## src/rtl/spi_master_ctrl_if.sv

```systemverilog
// Request/response and SPI pin bundle for spi_master_ctrl.
// master: the controller's view; slave: the requester/pin-side view.
interface spi_master_ctrl_if;
    logic        cpol;
    logic        cpha;
    logic [31:0] tx_data;
    logic        tx_valid;
    logic        tx_ready;
    logic [31:0] rx_data;
    logic        rx_valid;
    logic        busy;
    logic        sck;
    logic        mosi;
    logic        miso;
    logic        csn;

    modport master (
        input  cpol, cpha, tx_data, tx_valid, miso,
        output tx_ready, rx_data, rx_valid, busy, sck, mosi, csn
    );

    modport slave (
        output cpol, cpha, tx_data, tx_valid, miso,
        input  tx_ready, rx_data, rx_valid, busy, sck, mosi, csn
    );
endinterface

```

## src/rtl/spi_master_ctrl.sv

```systemverilog
// SPI master, one MSB-first DATA_WIDTH frame per request in any CPOL/CPHA mode; rx_valid 1+(2N+1)*CLK_DIV cycles after accept.
// tx_ready only in IDLE; requests seen while busy are dropped, not queued.
module spi_master_ctrl #(
    parameter int DATA_WIDTH = 8,
    parameter int CLK_DIV    = 4
) (
    input  logic              clk,
    input  logic              rstn,
    spi_master_ctrl_if.master bus
);
    localparam int DIV_W  = (CLK_DIV > 1) ? $clog2(CLK_DIV) : 1;
    localparam int EDGE_W = $clog2(2 * DATA_WIDTH + 1);
    localparam logic [DIV_W-1:0]  DIV_LAST  = DIV_W'(CLK_DIV - 1);
    localparam logic [EDGE_W-1:0] EDGE_LAST = EDGE_W'(2 * DATA_WIDTH);

    typedef enum logic [2:0] {IDLE, SETUP, SHIFT, HOLD, GAP} state_t;

    state_t                state;
    logic [DIV_W-1:0]      div_cnt;
    logic [EDGE_W-1:0]     edge_cnt;
    logic [DATA_WIDTH-1:0] tx_sh;
    logic [DATA_WIDTH-1:0] rx_sh;
    logic                  cpol_l;
    logic                  cpha_l;

    logic                  tick;
    logic [EDGE_W-1:0]     edge_nxt;
    logic                  leading;
    logic                  do_sample;
    logic                  do_drive;

    assign tick      = (div_cnt == DIV_LAST);
    assign edge_nxt  = edge_cnt + EDGE_W'(1);
    assign leading   = edge_nxt[0];
    // Sample on leading edges when cpha=0, trailing edges when cpha=1; drive on the others.
    assign do_sample = leading ^ cpha_l;
    assign do_drive  = !do_sample && (edge_nxt != EDGE_LAST);

    assign bus.tx_ready = (state == IDLE);
    assign bus.busy     = (state != IDLE);

    always_ff @(posedge clk) begin
        if (!rstn) begin
            state        <= IDLE;
            div_cnt      <= '0;
            edge_cnt     <= '0;
            tx_sh        <= '0;
            rx_sh        <= '0;
            cpol_l       <= 1'b0;
            cpha_l       <= 1'b0;
            bus.csn      <= 1'b1;
            bus.sck      <= bus.cpol;
            bus.mosi     <= 1'b0;
            bus.rx_data  <= '0;
            bus.rx_valid <= 1'b0;
        end else begin
            bus.rx_valid <= 1'b0;
            case (state)
                IDLE: begin
                    bus.sck <= bus.cpol;
                    if (bus.tx_valid) begin
                        cpol_l   <= bus.cpol;
                        cpha_l   <= bus.cpha;
                        div_cnt  <= '0;
                        edge_cnt <= '0;
                        rx_sh    <= '0;
                        bus.csn  <= 1'b0;
                        state    <= SETUP;
                        if (!bus.cpha) begin
                            bus.mosi <= bus.tx_data[DATA_WIDTH-1];
                            tx_sh    <= bus.tx_data[DATA_WIDTH-1:0] << 1;
                        end else begin
                            tx_sh    <= bus.tx_data[DATA_WIDTH-1:0];
                        end
                    end
                end
                SETUP, SHIFT: begin
                    if (tick) begin
                        div_cnt  <= '0;
                        edge_cnt <= edge_nxt;
                        bus.sck  <= leading ? ~cpol_l : cpol_l;
                        if (do_sample) begin
                            rx_sh <= (rx_sh << 1) | DATA_WIDTH'(bus.miso);
                        end
                        if (do_drive) begin
                            bus.mosi <= tx_sh[DATA_WIDTH-1];
                            tx_sh    <= tx_sh << 1;
                        end
                        state <= (edge_nxt == EDGE_LAST) ? HOLD : SHIFT;
                    end else begin
                        div_cnt <= div_cnt + DIV_W'(1);
                    end
                end
                HOLD: begin
                    if (tick) begin
                        div_cnt      <= '0;
                        bus.csn      <= 1'b1;
                        bus.sck      <= cpol_l;
                        bus.rx_valid <= 1'b1;
                        bus.rx_data  <= 32'(rx_sh);
                        state        <= GAP;
                    end else begin
                        div_cnt <= div_cnt + DIV_W'(1);
                    end
                end
                GAP: begin
                    if (tick) begin
                        div_cnt <= '0;
                        state   <= IDLE;
                    end else begin
                        div_cnt <= div_cnt + DIV_W'(1);
                    end
                end
                default: state <= IDLE;
            endcase
        end
    end
endmodule

```

## src/flat_wrapper.sv

```systemverilog
// flat-port wrapper written by rule: the top's interface ports become plain ports
module spi_master_ctrl_flat 
#(
    parameter int DATA_WIDTH = 8,
    parameter int CLK_DIV    = 4
)
  (clk, rstn, bus_cpol, bus_cpha, bus_tx_data, bus_tx_valid, bus_miso, bus_tx_ready, bus_rx_data, bus_rx_valid, bus_busy, bus_sck, bus_mosi, bus_csn);
  spi_master_ctrl_if bus_i ();
  input  logic clk;
  input  logic rstn;
  input wire logic [$bits(bus_i.cpol)-1:0] bus_cpol;
  input wire logic [$bits(bus_i.cpha)-1:0] bus_cpha;
  input wire logic [$bits(bus_i.tx_data)-1:0] bus_tx_data;
  input wire logic [$bits(bus_i.tx_valid)-1:0] bus_tx_valid;
  input wire logic [$bits(bus_i.miso)-1:0] bus_miso;
  output wire logic [$bits(bus_i.tx_ready)-1:0] bus_tx_ready;
  output wire logic [$bits(bus_i.rx_data)-1:0] bus_rx_data;
  output wire logic [$bits(bus_i.rx_valid)-1:0] bus_rx_valid;
  output wire logic [$bits(bus_i.busy)-1:0] bus_busy;
  output wire logic [$bits(bus_i.sck)-1:0] bus_sck;
  output wire logic [$bits(bus_i.mosi)-1:0] bus_mosi;
  output wire logic [$bits(bus_i.csn)-1:0] bus_csn;
  assign bus_i.cpol = bus_cpol;
  assign bus_i.cpha = bus_cpha;
  assign bus_i.tx_data = bus_tx_data;
  assign bus_i.tx_valid = bus_tx_valid;
  assign bus_i.miso = bus_miso;
  assign bus_tx_ready = bus_i.tx_ready;
  assign bus_rx_data = bus_i.rx_data;
  assign bus_rx_valid = bus_i.rx_valid;
  assign bus_busy = bus_i.busy;
  assign bus_sck = bus_i.sck;
  assign bus_mosi = bus_i.mosi;
  assign bus_csn = bus_i.csn;
  spi_master_ctrl #(.DATA_WIDTH(DATA_WIDTH), .CLK_DIV(CLK_DIV)) u_core (.clk(clk), .rstn(rstn), .bus(bus_i));
endmodule
```

## config.mk

```make
export PLATFORM = sky130hd
export DESIGN_NAME = spi_master_ctrl_flat
export DESIGN_NICKNAME = d
export VERILOG_FILES = /design/src/rtl/spi_master_ctrl_if.sv /design/src/rtl/spi_master_ctrl.sv /design/src/flat_wrapper.sv
export SDC_FILE = /design/constraint.sdc
export NUM_CORES = 1
export LEC_CHECK = 0
export ABC_AREA = 0
export ABC_CLOCK_PERIOD_IN_PS = 1900
export BUFFER_PORTS_ARGS = -buffer_cell sky130_fd_sc_hd__buf_2
export CELL_PAD_IN_SITES_DETAIL_PLACEMENT = 1
export CELL_PAD_IN_SITES_GLOBAL_PLACEMENT = 1
export CORE_ASPECT_RATIO = 1.5
export CORE_MARGIN = 4
export CORE_UTILIZATION = 32
export DETAILED_ROUTE_END_ITERATION = 16
export GPL_TIMING_DRIVEN = 0
export HOLD_SLACK_MARGIN = 0.03
export PLACE_DENSITY = 0.75
export SYNTH_ARGS = -nofsm -noshare
export SYNTH_HDL_FRONTEND = slang
export SYNTH_SLANG_ARGS = --single-unit
export TNS_END_PERCENT = 10
```

## constraint.sdc

```tcl
create_clock -name clk -period 1.9 [get_ports clk]
set_input_delay 0.095 -clock clk [delete_from_list [all_inputs] [get_ports clk]]
set_output_delay 0.095 -clock clk [all_outputs]
set_load 0.01 [all_outputs]
```

---- Yosys cells after proc, flatten, opt, wreduce, memory -nomap -nowiden ----
Index checks and enable logic that the tools add are counted.
word-level totals
  register bits after elaboration ......... 40
  bits of input ports ..................... 38
  output and inout bits ................... 38
  logic and storage cells ................. 89
cells by class
  add/sub/neg operators ................... 2
  equality and inequality tests ........... 17
  mux-type cells .......................... 35
  bitwise logic cells ..................... 3
  reductions and logical operators ........ 20
operators with widths
  operator                                                               count
  8-bit two-way mux                                                      7
  8-bit case mux with 2 select lines                                     2
  1-bit two-way mux                                                      12
  3-bit two-way mux                                                      4
  3-bit case mux with 4 select lines                                     1
  4-bit AND reduction                                                    3
  5-bit two-way mux                                                      2
  2-bit by 1-bit != test with 1-bit output, second input constant        5
  5-bit case mux with 2 select lines                                     1
  3-bit AND reduction                                                    3
  8-bit by 1-bit bitwise OR with 8-bit output                            1
  2-bit AND reduction                                                    4
  3-bit by 2-bit equality test with 1-bit output, second input constant  2
  3-bit by 2-bit != test with 1-bit output, second input constant        2
  2-bit nonzero test                                                     3
  5-bit by 1-bit adder with 5-bit output, second input constant          1
  5-bit equality test, second input constant                             1
  5-bit != test, second input constant                                   1
  5-bit AND reduction                                                    1
  2-bit two-way mux                                                      2
  2-bit != test, second input constant                                   2
  4-bit by 1-bit != test with 1-bit output, second input constant        1
  1-bit case mux with 2 select lines                                     2
  2-bit case mux with 2 select lines                                     1
  other kinds (13)                                                       13

---- Longest topological paths before layout ----
  depth after elaboration ................. 7
  gate-level depth with buffers ........... 7
  depth with buffers taken out ............ 6

---- Worst setup path before layout ----
No wires, ideal clock.
  path type ............................... reg-to-reg
  from .................................... register u_core.div_cnt[0]
  to ...................................... register u_core.tx_sh[4]
  setup time .............................. 0.071 ns
  arrival ................................. 1.784 ns
  required time ........................... 1.829 ns
  path slack .............................. 0.046 ns
  stages on the path, launching flop included .. 8
  path buffers ............................ 1
  clock period less this slack ............ 1.854 ns
  path through ............................ dfxtp_1 > ha_1 > mux2i_1 > o22a_2 > a211o_4 > buf_6 > or3_1 > a21oi_1
on the way
  word-level cells in the longest chain between the ends .. 3
RTL lines
  element                                                    line                    text
  from (decl)                                                spi_master_ctrl.sv:19   logic [DIV_W-1:0] div_cnt;
  from (signal assigned)                                     spi_master_ctrl.sv:91   div_cnt <= div_cnt + DIV_W'(1);
  from (signal assigned)                                     spi_master_ctrl.sv:103  div_cnt <= div_cnt + DIV_W'(1);
  from (signal assigned)                                     spi_master_ctrl.sv:111  div_cnt <= div_cnt + DIV_W'(1);
  2-bit equality test                                        spi_master_ctrl.sv:32   assign tick = (div_cnt == DIV_LAST);
  net u_core.tick                                            spi_master_ctrl.sv:26   logic tick;
  2-bit by 1-bit != test with 1-bit output (no source line)  n/a
  4-bit AND reduction (no source line)                       n/a
  to (signal assigned)                                       spi_master_ctrl.sv:71   tx_sh <= bus.tx_data[DATA_WIDTH-1:0] << 1;
  to (signal assigned)                                       spi_master_ctrl.sv:73   tx_sh <= bus.tx_data[DATA_WIDTH-1:0];
  to (signal assigned)                                       spi_master_ctrl.sv:87   tx_sh <= tx_sh << 1;
  to (decl)                                                  spi_master_ctrl.sv:21   logic [DATA_WIDTH-1:0] tx_sh;
The timed path passes the listed nets, and every way through them passes these cells.
A chain may end at the register's enable or synchronous reset.

---- Final worst setup path ----
  from .................................... register u_core.div_cnt[1]
  to ...................................... register u_core.tx_sh[4]
The elaborated chain is that of the path after synthesis.

==> results.md <==
| Parameter | This run | Unit |
|---|---|---|
| Full die area | 8055 | um2 |
| Type of destination of the critical path | flop | - |
| Clock latency at the later pin of the worst-skew pair | 300 | ps |
| Critical-path cell list | ha_4, mux2i_1, o22a_2, a211o_4, buf_6, or3_4, a21oi_2 | - |
| Post-layout worst setup margin | 24.23 | ps |
| Number of instances in the synthesized netlist | 264 | - |
| Worst slack at placement | -311.7 | ps |
| Number of failing setup endpoints in the final timing report | 0 | - |
| Via count | 2029 | - |
| Iter 0 DRT Violations | 109 | - |
| Most used flip-flop cell after synthesis | dfxtp_1 | - |
| Combined area of all synthesized cells | 2131 | um2 |
| Maximum number of pins on one net before global-route repair | 14 | - |
| Part of the power in combinational logic | 18.0 | % |
| Count of flip-flops with a built-in enable after synthesis | 1 | - |
| Total iterations of the first detailed-routing run | 4 | - |
| Number of rows in the core area | 36 | - |
| Aggregate global routing overflow | 0 | - |
| Launching element type of the critical path | flop | - |
| Final WL | 6.047 | mm |
| Fin Clk Skew | 9.443 | ps |
| Standard cell core area | 6486 | um2 |
| Startpoint-to-endpoint class of the critical path | reg2reg | - |
| Post-synth cell types | 41 | - |
| Post-synthesis average cell area | 8.071 | um2 |
| Post-route fraction of the period consumed by the critical path | 98.72 | % |
| Pins over their slew limit | 0 | - |
| Setup crit start | u_core.div_cnt[1]$_SDFFE_PN0P_ | - |
| Ranking of synthesized cells by instance count | dfxtp_1, o21ai_0, a21oi_1 | - |
| Switching share of power | 27.87 | % |
| Maximum clock insertion buffer count | 2 | - |
| Synthesis-stage register bit count | 40 | - |
| Required time at the worst-slack endpoint | 2130 | ps |
| Slowest stage delay, CP | 360 | ps |
| Antenna violations before repair | 0 | - |
| Critical path's slowest cell | dfxtp_2 | - |
| FF-to-FF setup slack | 20 | ps |
| Cell taking the most area after synthesis | dfxtp_1 | - |
| Number of levels the H-tree was split into | 2 | - |
| Hold Buf Count CTS | 0 | - |
| Post-DP HPWL | 4.364 | mm |
| Worst hold slack | 31.98 | ps |
| Launching point of the worst reg2reg path | u_core.div_cnt[1]$_SDFFE_PN0P_ | - |
| # port buffers | 26 | - |
| Power share of the sequential group | 49.1 | % |
| Worst Reg-to-Reg Cells | 7 | - |
| Post-synthesis sequential area ratio | 38.05 | % |
| Number of inserted diodes | 0 | - |
| Proportion of power drawn by the clock network | 32.8 | % |
| Clock tree from TritonCTS | yes | - |
| Post-layout min period | 1876 | ps |
| Max Clk Rate | 533.1 | MHz |
| Number of clock buffers inserted by TritonCTS | 5 | - |
| End of the worst register-to-register path | u_core.tx_sh[4]$_SDFFE_PN0P_ | - |
| Setup repair after global routing missed its margin | yes | - |
| Status | complete, no violations | - |
| Global placer's final weighted congestion | 0.8187 | - |
| Clock-pin slew on the worst setup and hold paths | 80 | ps |
| Largest driver fanout on the critical path | 8 | - |
| Most repeated cell in the gate-level netlist after synthesis | dfxtp_1 | - |
| Avg WL per Cell | 15.12 | um |
| Synth async-reset ratio | 0 | % |
| Filler instances | 835 | - |
| Area fraction of the dominant cell type after synthesis | 36.64 | % |
| Placed inst area | 2442 | um2 |
| Slew at the pin closest to its max-slew limit | 636.1 | ps |
| Clock Root Buffer | clkbuf_8 | - |
| Antenna violation net count after detailed routing | 0 | - |
| Number of standard cells in the final layout excluding fillers | 400 | - |
| Worst min-delay path category | in2reg | - |
| Core utilization of the finished layout | 41.01 | % |
| Initial Utilization | 32.85 | % |
| Leakage power figure | 0.001089 | uW |
| Area growth, synth to finish | 24.84 | % |
| Layout Cell Area excl Fill | 2660 | um2 |
| Total global routing track utilization | 15.38 | % |
| IO Pins | 76 | - |
| Cell internal power dissipation | 1307 | uW |
| Avg Vias per Cell | 5.073 | - |
| Sequential standard cell area | 819.5 | um2 |
| Leading post-synthesis cells by cell area | dfxtp_1, buf_4, o21ai_0 | - |
| First-pass GRT wire length | 9.611 | mm |
| Arrival @ worst endpoint | 2110 | ps |
| Post-route DRC | 0 | - |
| Peak ir drop on the vdd network | 269.4 | uV |
| CTS sink count | 40 | - |
| Fraction of layout instances using a drive strength above 1 | 28.40 | % |
| Nets | 364 | - |
| Areal power density over the cells | 681.4 | nW/um2 |
| Power dissipated by switching net loads | 505.2 | uW |
| Number of placed instances, taps included | 389 | - |
| Yosys warns | 0 | - |
| Area used by multi-input combinational logic | 1224 | um2 |
| Vertical extent of the die | 107.9 | um |
| Capturing element of the worst setup path | u_core.tx_sh[4]$_SDFFE_PN0P_ | - |
| Die Wd | 74.63 | um |
| Vias in the first global route | 2021 | - |
| Hold Vio Cnt, Final | 0 | - |
| Max capacitance violation total | 0 | - |
| Relative max-transition margin | 57.60 | % |
## per-layer routing
layer,global-route usage [%],share of wire [%],vias up
met5,0,0,-
met4,6.489,1.9,0
met3,2.326,3.5,8
met2,27.30,55,41
met1,17.83,40,980
li1,-,-,1000
## worst min path at each step
stage               slack, ps  cells after the start                          end  startpoint
global route               40                      2  u_core.bus.csn$_SDFFE_PN1P_        rstn
global placement          340                      2  u_core.bus.csn$_SDFFE_PN1P_        rstn
floorplan                 170                      1  u_core.bus.csn$_SDFFE_PN1P_        rstn
CTS                        30                      2  u_core.bus.csn$_SDFFE_PN1P_        rstn
detailed placement        340                      2  u_core.bus.csn$_SDFFE_PN1P_        rstn
finish                     30                      2  u_core.bus.csn$_SDFFE_PN1P_        rstn
## flip-flops by register name (all words and copies together) (netlist names), 2 cells and up
signal	count
u_core.state	3
u_core.div_cnt	2
u_core.bus.rx_data	8
u_core.rx_sh	8
u_core.tx_sh	8
u_core.edge_cnt	5
## power by group through the flow
| stage | registers, uW | logic (uW) | clock network (uW) |
|---|---|---|---|
| 6_report | 891 | 327 | 595 |
| 5_1_grt | 894 | 366 | 652 |
| 4_1_cts | 890 | 307 | 611 |
| 3_5_place_dp | 907 | 301 | 0 |
| 3_3_place_gp | 905 | 294 | 0 |
| 2_1_floorplan | 907 | 217 | 0 |
## cells by family after synthesis
logic type	count (synthesis)	share of synthesized area [%]
DFF	40	38.05
xor gates and xnor gates	4	1.997
adders and majority gates	4	2.232
muxes	11	5.168
other	1	0.1760
AOI/OAI and AO/OA	76	19.85
and+or+nand+nor	87	20.20
buffers and inverters	41	12.33
## area by class of cell
| cell class | count | share of cell area (%) |
|---|---|---|
| inverter | 2 | 0.2822 |
| multi-input combinational | 206 | 46.00 |
| timing repair buffer | 30 | 5.927 |
| sequential | 40 | 30.81 |
| tap | 76 | 3.575 |
| clock buffer | 8 | 3.387 |
| buffer | 38 | 10.02 |
## stage by stage
step / setup TNS, ps / total power (uW)
after global routing: -144.4 / 1913
after CTS: -166.0 / 1809
after floorplan: 0 / 1124
after global placement: -4527 / 1200
final: 0 / 1813
after detailed placement: -6098 / 1208
## critical path: cells and delay by family, from the launching register on
kind,cells,cell delay (ps)
buffers and inverters,1,140
muxes,1,70
DFF,1,360
AOI/OAI and AO/OA,3,730
and+or+nand+nor,1,320
adders and majority gates,1,170
## timing repair
action                     CTS  global route
cloned                       0             1
gates resized for setup     15            18
buffers inserted             0             3
pin swaps                    0             4
setup endpoints to repair   36            34
## cell usage in the layout, fill, tap and decap left out, types with 11 or more instances in the layout
master and instances:
a21oi_1 31, buf_4 28, conb_1 24, mux2i_1 11, nor2_1 16, nand3_1 14, nand2_1 27, buf_2 29
dfxtp_1 34, o21ai_0 35
Note: power is estimated with default switching activity, not from simulation.
